--- config.mk ---
export PLATFORM = sky130hd
export DESIGN_NAME = dmx8_lane_reg
export DESIGN_NICKNAME = d
export VERILOG_FILES = /design/src/rtl/dmx8_lane_reg.sv
export SDC_FILE = /design/constraint.sdc
export NUM_CORES = 1
export LEC_CHECK = 0
export CAP_MARGIN = 20
export CORE_ASPECT_RATIO = 0.7
export CORE_MARGIN = 1
export CORE_UTILIZATION = 40
export CTS_CLUSTER_SIZE = 28
export DETAILED_ROUTE_END_ITERATION = 10
export GPL_TIMING_DRIVEN = 0
export HOLD_SLACK_MARGIN = 0.03
export PLACE_DENSITY = 0.7
export REMOVE_ABC_BUFFERS = 1
export SLEW_MARGIN = 30
export SYNTH_ARGS = -nofsm -noshare
export SYNTH_HDL_FRONTEND = slang
export SYNTH_SLANG_ARGS = --single-unit
--- constraint.sdc ---
create_clock -name clk -period 7.45 [get_ports clk]
set_input_delay 1.49 -clock clk [delete_from_list [all_inputs] [get_ports clk]]
set_output_delay 1.49 -clock clk [all_outputs]
set_load 0.02 [all_outputs]
--- src/rtl/dmx8_lane_reg.sv ---
// Registered 1-to-8 demultiplexer with per-lane valid flags and read-acknowledge.
// The target lane comes from the select input, or from a wrapping pointer in round-robin mode.
module dmx8_lane_reg #(
  parameter int WIDTH = 4
) (
  input  logic               clk,
  input  logic               reset,
  input  logic [WIDTH-1:0]   d_in,
  input  logic               valid_in,
  input  logic [2:0]         s,
  input  logic               rr_mode,
  input  logic [7:0]         rd_ack,
  output logic               in_ready,
  output logic [8*WIDTH-1:0] y,
  output logic [7:0]         y_valid,
  output logic [2:0]         ptr,
  output logic               drop,
  output logic [3:0]         occ
);

  logic [8*WIDTH-1:0] laneData_q, laneData_d;
  logic [7:0]         laneValid_q, laneValid_d;
  logic [2:0]         ptr_q, ptr_d;
  logic               drop_q, drop_d;
  logic [3:0]         occ_q, occ_d;
  logic [2:0]         tgt;
  logic               wrEn;

  // A pending ack on the target lane frees it this cycle, so a write can replace the word at full rate.
  always_comb begin
    tgt      = rr_mode ? ptr_q : s;
    in_ready = ~laneValid_q[tgt] | rd_ack[tgt];
    wrEn     = valid_in & in_ready;
  end

  always_comb begin
    laneData_d  = laneData_q;
    laneValid_d = laneValid_q & ~rd_ack;
    ptr_d       = ptr_q;
    drop_d      = valid_in & ~in_ready;
    occ_d       = '0;
    if (wrEn) begin
      laneData_d[tgt*WIDTH +: WIDTH] = d_in;
      laneValid_d[tgt]               = 1'b1;
      if (rr_mode) begin
        ptr_d = ptr_q + 3'd1;
      end
    end
    // The count is taken from the next-state flags so that it stays in step with y_valid.
    for (int i = 0; i < 8; i++) begin
      occ_d = occ_d + {3'b000, laneValid_d[i]};
    end
  end

  always_ff @(posedge clk) begin
    if (reset) begin
      laneData_q  <= '0;
      laneValid_q <= '0;
      ptr_q       <= '0;
      drop_q      <= 1'b0;
      occ_q       <= '0;
    end else begin
      laneData_q  <= laneData_d;
      laneValid_q <= laneValid_d;
      ptr_q       <= ptr_d;
      drop_q      <= drop_d;
      occ_q       <= occ_d;
    end
  end

  assign y       = laneData_q;
  assign y_valid = laneValid_q;
  assign ptr     = ptr_q;
  assign drop    = drop_q;
  assign occ     = occ_q;

endmodule

# ---- Yosys cells after proc, flatten, opt, wreduce, memory -nomap -nowiden
# Index checks and enable logic that the tools add are counted.
# W data, S select, Z words.
dict set report word_totals {
  ff_bits 48
  inputBits 19
  out_inout_bits 49
  word_cells 37
}
dict set report op_classes {
  addsub 9
  n_lt_le_gt_ge 2
  shift 2
  mux 9
  n_bitwise 8
  n_reduce_logical 2
}
# cell n
set op_table {}
lappend op_table {{$neg A5 Y34} 1}
lappend op_table {{$shift A4 B34 Y32 const A} 1}
lappend op_table {{$shiftx A4 B34 Y32} 1}
lappend op_table {{$bwmux W32} 1}
lappend op_table {{$add A4 B1 Y4} 4}
lappend op_table {{$and A8 B8 Y8} 1}
lappend op_table {{$mux W8} 1}
lappend op_table {{$not A8 Y8} 1}
lappend op_table {{$or A8 B8 Y8} 1}
lappend op_table {{$bmux W1 S3} 2}
lappend op_table {{$add A3 B1 Y4} 1}
lappend op_table {{$lt A3 B4 Y1 const B} 1}
lappend op_table {{$add A2 B1 Y3} 1}
lappend op_table {{$add A3 B1 Y3 const B} 1}
lappend op_table {{$demux W1 S3} 1}
lappend op_table {{$ge A3 B1 Y1 const B} 1}
lappend op_table {{$mux W1} 3}
lappend op_table {{$mux W3} 1}
lappend op_table {{$add A1 B1 Y2} 1}
lappend op_table {{$and A1 B1 Y1} 2}
lappend op_table {{$not A1 Y1} 2}
lappend op_table {{$reduce_and A2 Y1} 1}
lappend op_table {{$logic_and A1 B1 Y1} 1}
lappend op_table {{$or A1 B1 Y1} 1}

# ---- Longest topological paths before layout
dict set report logic_depth {
  depth_word 14
  mapped_depth 20
  ltp_nobuf 18
}

# ---- Worst setup path after synthesis
# Ideal clock, no wire load.
dict set report synth_path {
  path_type {in2reg}
  startpoint {input port rr_mode}
  endpoint {register occ_q[2] (netlist: occ[2])}
  setup_ns 0.128
  arrival_ns 5.554
  required_ns 7.322
  path_slack_ns 1.768
  cell_stages 20
  path_buffers 2
  path_cell_list {mux2i_2 -> inv_2 -> clkbuf_1 -> nand2_1 -> a21oi_1 -> nor4_4 -> nand2_4 -> nand2_1 -> buf_2 -> o22ai_1 -> fa_1 -> fa_1 -> inv_1 -> fa_1 -> inv_1 -> ha_1 -> inv_1 -> fa_1 -> xor2_1 -> nor2_1}
}
dict set report synth_via {
  elab_chain_len 14
  word_cells_on_any_way 22
  classes_between {7 x add/sub; 2 x order compare; 8 x mux; 4 x bitwise; 1 x reduce/logical}
}
# element line_no
set synth_rtl {}
lappend synth_rtl {{start: declaration} 11} ;# input logic rr_mode,
lappend synth_rtl {{$mux W3 *} 31} ;# tgt = rr_mode ? ptr_q : s;
lappend synth_rtl {{$bmux W1 S3} 32} ;# in_ready = ~laneValid_q[tgt] | rd_ack[tgt];
lappend synth_rtl {{$mux W1 (implied by the code)} 32}
lappend synth_rtl {{$not A1 Y1} 32}
lappend synth_rtl {{$or A1 B1 Y1 *} 32}
lappend synth_rtl {{via in_ready} 13} ;# output logic in_ready,
lappend synth_rtl {{$and A1 B1 Y1 *} 33} ;# wrEn = valid_in & in_ready;
lappend synth_rtl {{$mux W8 *} 42} ;# if (wrEn) begin
lappend synth_rtl {{via laneValid_d[0]} 22} ;# logic [7:0] laneValid_q, laneValid_d;
lappend synth_rtl {{$add A1 B1 Y2 *} 51} ;# occ_d = occ_d + {3'b000, laneValid_d[i]};
lappend synth_rtl {{$add A2 B1 Y3 *} 51}
lappend synth_rtl {{$add A3 B1 Y4 *} 51}
lappend synth_rtl {{$add A4 B1 Y4 * (4 in a row)} 51}
lappend synth_rtl {{end signal: assignment} 61} ;# occ_q <= '0;
lappend synth_rtl {{end signal: assignment} 67} ;# occ_q <= occ_d;
lappend synth_rtl {{end: declaration} 25} ;# logic [3:0] occ_q, occ_d;
# Mark *: on every way through the listed nets, which the timed path passes. The rest lies on a longest branch. The select of a mux whose other input is x is not followed.
# A chain may end at the register's enable or synchronous reset.

# ---- Final worst setup path
dict set report layout_path {
  startpoint {input port rr_mode}
  endpoint {register occ_q[2] (netlist: occ[2])}
}
dict set report layout_via {
  word_cells_on_any_way 22
  classes_between {7 x add/sub; 2 x order compare; 8 x mux; 4 x bitwise; 1 x reduce/logical}
}
# element line_no
set layout_lines {}
lappend layout_lines {{$mux W3 *} 31}
lappend layout_lines {{$lt A3 B4 Y1 (implied by the code), or another cell as far along} 44} ;# laneValid_d[tgt] = 1'b1;
lappend layout_lines {{$logic_and A1 B1 Y1 (implied by the code) or $mux W1 (tied branches)} {44, 32}}
lappend layout_lines {{$mux W1 (implied by the code) or $not A1 Y1 (tied branches)} {44, 32}}
lappend layout_lines {{$demux W1 S3 or $or A1 B1 Y1 (tied branches)} {44, 32}}
lappend layout_lines {{$or A8 B8 Y8 (no source line) or $and A1 B1 Y1 (tied branches)} -}
lappend layout_lines {{$mux W8 *} 42}
lappend layout_lines {{via laneValid_d[3]} 22}
lappend layout_lines {{$add A3 B1 Y4 *} 51}
lappend layout_lines {{$add A4 B1 Y4 * (4 in a row)} 51}
# Marked as above.

==> metrics.md <==
| Metric | Value |
|---|---|
| Yosys cell types | around 40 |
| Worst path most repeated cell | fa_1 |
| Worst R2R End | occ[2] |
| Max-slew headroom | between 60% and 70% |
| Chip Width | about 97 um |
| Cell Count Post-Placement | around 400 |
| Post-DP Area | 0.003222 mm2 |
| Top FF cell, synth | dfxtp_1 |
| Global-route wire length before repair | 9390 um |
| Synth top area share | between 30% and 40% |
| Worst reg2reg path depth | 18 |
| Critical Path, Cell by Cell | clkdlybuf4s50_1 > mux2i_4 > inv_2 > nand2_1 > a21oi_1 > or4_1 > nand2_4 > nand3_1 > o21ai_0 > fa_1 > fa_1 > inv_1 > fa_1 > inv_1 > ha_1 > inv_1 > fa_1 > xor2_1 > nor2_1 |
| Final Max Slew Viols | 0 |
| Total global routing overflow | 0 |
| Seq/Total Area, Yosys | roughly two fifths |
| Period utilization | 93.83% |
| Clock sinks | 48 |
| Non-Filler Instances | just over 400 |
| Resize count post-CTS | 0 |
| Initial antenna violation count | 0 |
| CP endpoint kind | flop |
| Worst Skew | 0.008922 ns |
| Min-delay src | y[6] |
| Worst reg2reg startpoint | ptr[0] |
| DRC | 0 |
| Die area | 0.006578 mm2 |
| Ys async rst share | 0% |
| Post-synth EDFFs | 0 |
| Final setup violation count | 0 |
| H-Tree Depth | 2 |
| Highest net fanout along the worst path | 17 |
| Cell Area, Synth | around 0.0025 mm2 |
| Crit-path slowest cell | clkdlybuf4s50_1 |
| Post-synth top cells | dfxtp_1, nand2b_1, mux2i_1, nand2_1, nor2_1 |
| WHS Path Cells | 2 |
| Share of layout cells above drive strength 1 | 6.587% |
| GPL Wtd Cong | 0.8361 |
| Max cap viols | 0 |
| CORE AREA | about 0.0059 mm2 |
| Worst Tran Pin Value | between 0.5 and 0.6 ns |
| Vias per cell | 5.247 |
| Vias in the first global route | 1943 |
| Final instance area | 0.003328 mm2 |
| Synth-to-Final Area Change | 33.07% |
| Worst Slack Setup Final | 0.4593 ns |
| Mapped Cells | around 270 |
| Synth Register Bits | 48 |
| First-pass DRT Iterations | 4 |
| Largest net degree at the start of global routing | 43 |
| Setup Fix Bufs, Post-CTS | 0 |
| Most common cell in the netlist | dfxtp_1 |
| Worst vdd ir | around 81 uV |
| RSZ-0062 raised after global routing | no |
| Slowest Stage Delay on Critical Path | 0.81 ns |
| Row count | 23 |
| Final HPWL DP | 4460 um |
| Cts-stage hold buffer count | 0 |
| WL/cell | about 15 um |
| Initial Util | 42.60% |
| Hold crit path type | reg -> reg |
| Final net count | roughly 370 |
| GRT Total Usage | 18.76% |
| TritonCTS clock tree | done |
| Top cells by area, synth | dfxtp_1, mux2i_1, nand2b_1 |
| Final Hold Slack | 0.4768 ns |
| Worst hold endpoint | y[6] |
| CP Data Arrival Time | between 7 and 8 ns |
| Clock Tree Buf Depth | 2 |
| IO Pins | 68 |
| Crit path required time | around 7.6 ns |
| Crit path time final | around 7 ns |
| Worst Setup Start Kind | input port |
| IO buf count | 67 |
| Yosys warns | 0 |
| DR iter-0 viols | between 100 and 150 |
| Clock-pin slew on the worst setup and hold paths | 0.09 ns |
| Worst setup path category | in -> reg |
| ANT cells | 0 |
| CTS Buf Count | 5 |
| Status | completed |
| Final hold violations | 0 |
| Pre-CTS setup slack | -0.07874 ns |
| Pwr/cell area | 159.7 mW/mm2 |
| Syn avg cell area | between 9 and 10 um2 |
| Root buffer cell | clkbuf_8 |
| WL final | 6059 um |
| Remaining antenna violation count after routing | 0 |
| Fmax achieved | 0.1430 GHz |
| Area leader, netlist | dfxtp_1 |
| Clk_lat worst skew | about 0.3 ns |
| Static Leakage | 0.001331 uW |
| R2r setup slk | 2.25 ns |
| Die Height | just under 70 um |
| Vias | between 2000 and 2500 |
## cells in the final DEF, fill, tap and decap left out, drive strengths merged, types with 3 or more instances in the layout
cell type / Yosys / final
nand3: 7 / 7
ha: 9 / 9
nand2b: 34 / 34
mux2i: 34 / 34
a32oi: 4 / 4
nor3b: 3 / 3
nand2: 29 / 29
o21ai: 3 / 3
fa: 4 / 4
a21oi: 13 / 13
clkbuf: 8 / 6
and3: 3 / 3
inv: 11 / 11
o32ai: 7 / 7
dfxtp: 48 / 48
nand4: 3 / 3
o31ai: 3 / 3
and2: 4 / 4
nor2: 23 / 23
clkdlybuf4s50: 0 / 66
## critical path: cells and delay by family
kind	cells	cell delay [ns]
compound gates	2	0.42
xor+xnor	1	0.14
simple gates	5	1.26
buf+inv	5	1.26
mux	1	0.61
fa+ha+maj	5	2.00
## sequential cells by signal (all words and copies together) (netlist names)
| signal | count |
|---|---|
| y_valid | 8 |
| ptr | 3 |
| y | 32 |
| occ | 4 |
| drop | 1 |
## per-stage QoR
step	power, uW	util [%]	TNS [ns]
3_3_place_gp	369.5	54.62	-0.1281
6_report	531.6	56.69	0
5_1_grt	558.5	56.69	0
2_1_floorplan	329.3	-	0
4_1_cts	535.9	56.54	0
3_5_place_dp	371.5	54.88	-0.1084
## power breakdown
part | switching [uW] | leakage (uW) | internal [uW] | total, uW
Combinational | 59.2 | 0.000900 | 43.1 | 102
Sequential | 3.59 | 0.000388 | 261 | 265
Clock | 89.0 | 0.0000434 | 75.3 | 164
Total | 152 | 0.00133 | 380 | 532
## cells by family (layout without fill, tap and decap cells)
kind of cell,after synthesis,after routing,share of synthesized area (%)
AOI/OAI and AO/OA,37,37,11.61
DFF,48,48,38.42
and+or+nand+nor,113,113,23.81
xor gates and xnor gates,2,2,0.7005
buffers and inverters,24,87,4.002
muxes,34,34,13.76
adders and majority gates,13,13,7.704
## metal layers
layer / global-route usage (%) / share of wire, % / vias up
met1: 28.02 / 51 / 1013
met5: 0 / 0 / -
met3: 4.333 / 5.8 / 5
met4: 2.941 / 0.28 / 0
li1: - / - / 1060
met2: 27.73 / 43 / 68
## area by class of cell
type / instances / area, um2
clock buffers: 6 / 82.58
clock inverters: 2 / 15.01
fillers: 562 / 2542
inverters: 11 / 41.29
multi-input cells: 199 / 1449
flip-flops and latches: 48 / 960.9
well taps: 75 / 93.84
repair buffers: 68 / 685.7
## how the worst max path moves through the flow
stage,startpoint,end,slack (ns)
floorplan,rr_mode,occ[2],1.43
global placement,rr_mode,occ[2],-0.09
detailed placement,rr_mode,occ[2],-0.08
CTS,rr_mode,occ[2],0.21
global route,rr_mode,occ[2],0.12
finish,rr_mode,occ[2],0.46
No activity file was read; power rests on OpenSTA's default activity.
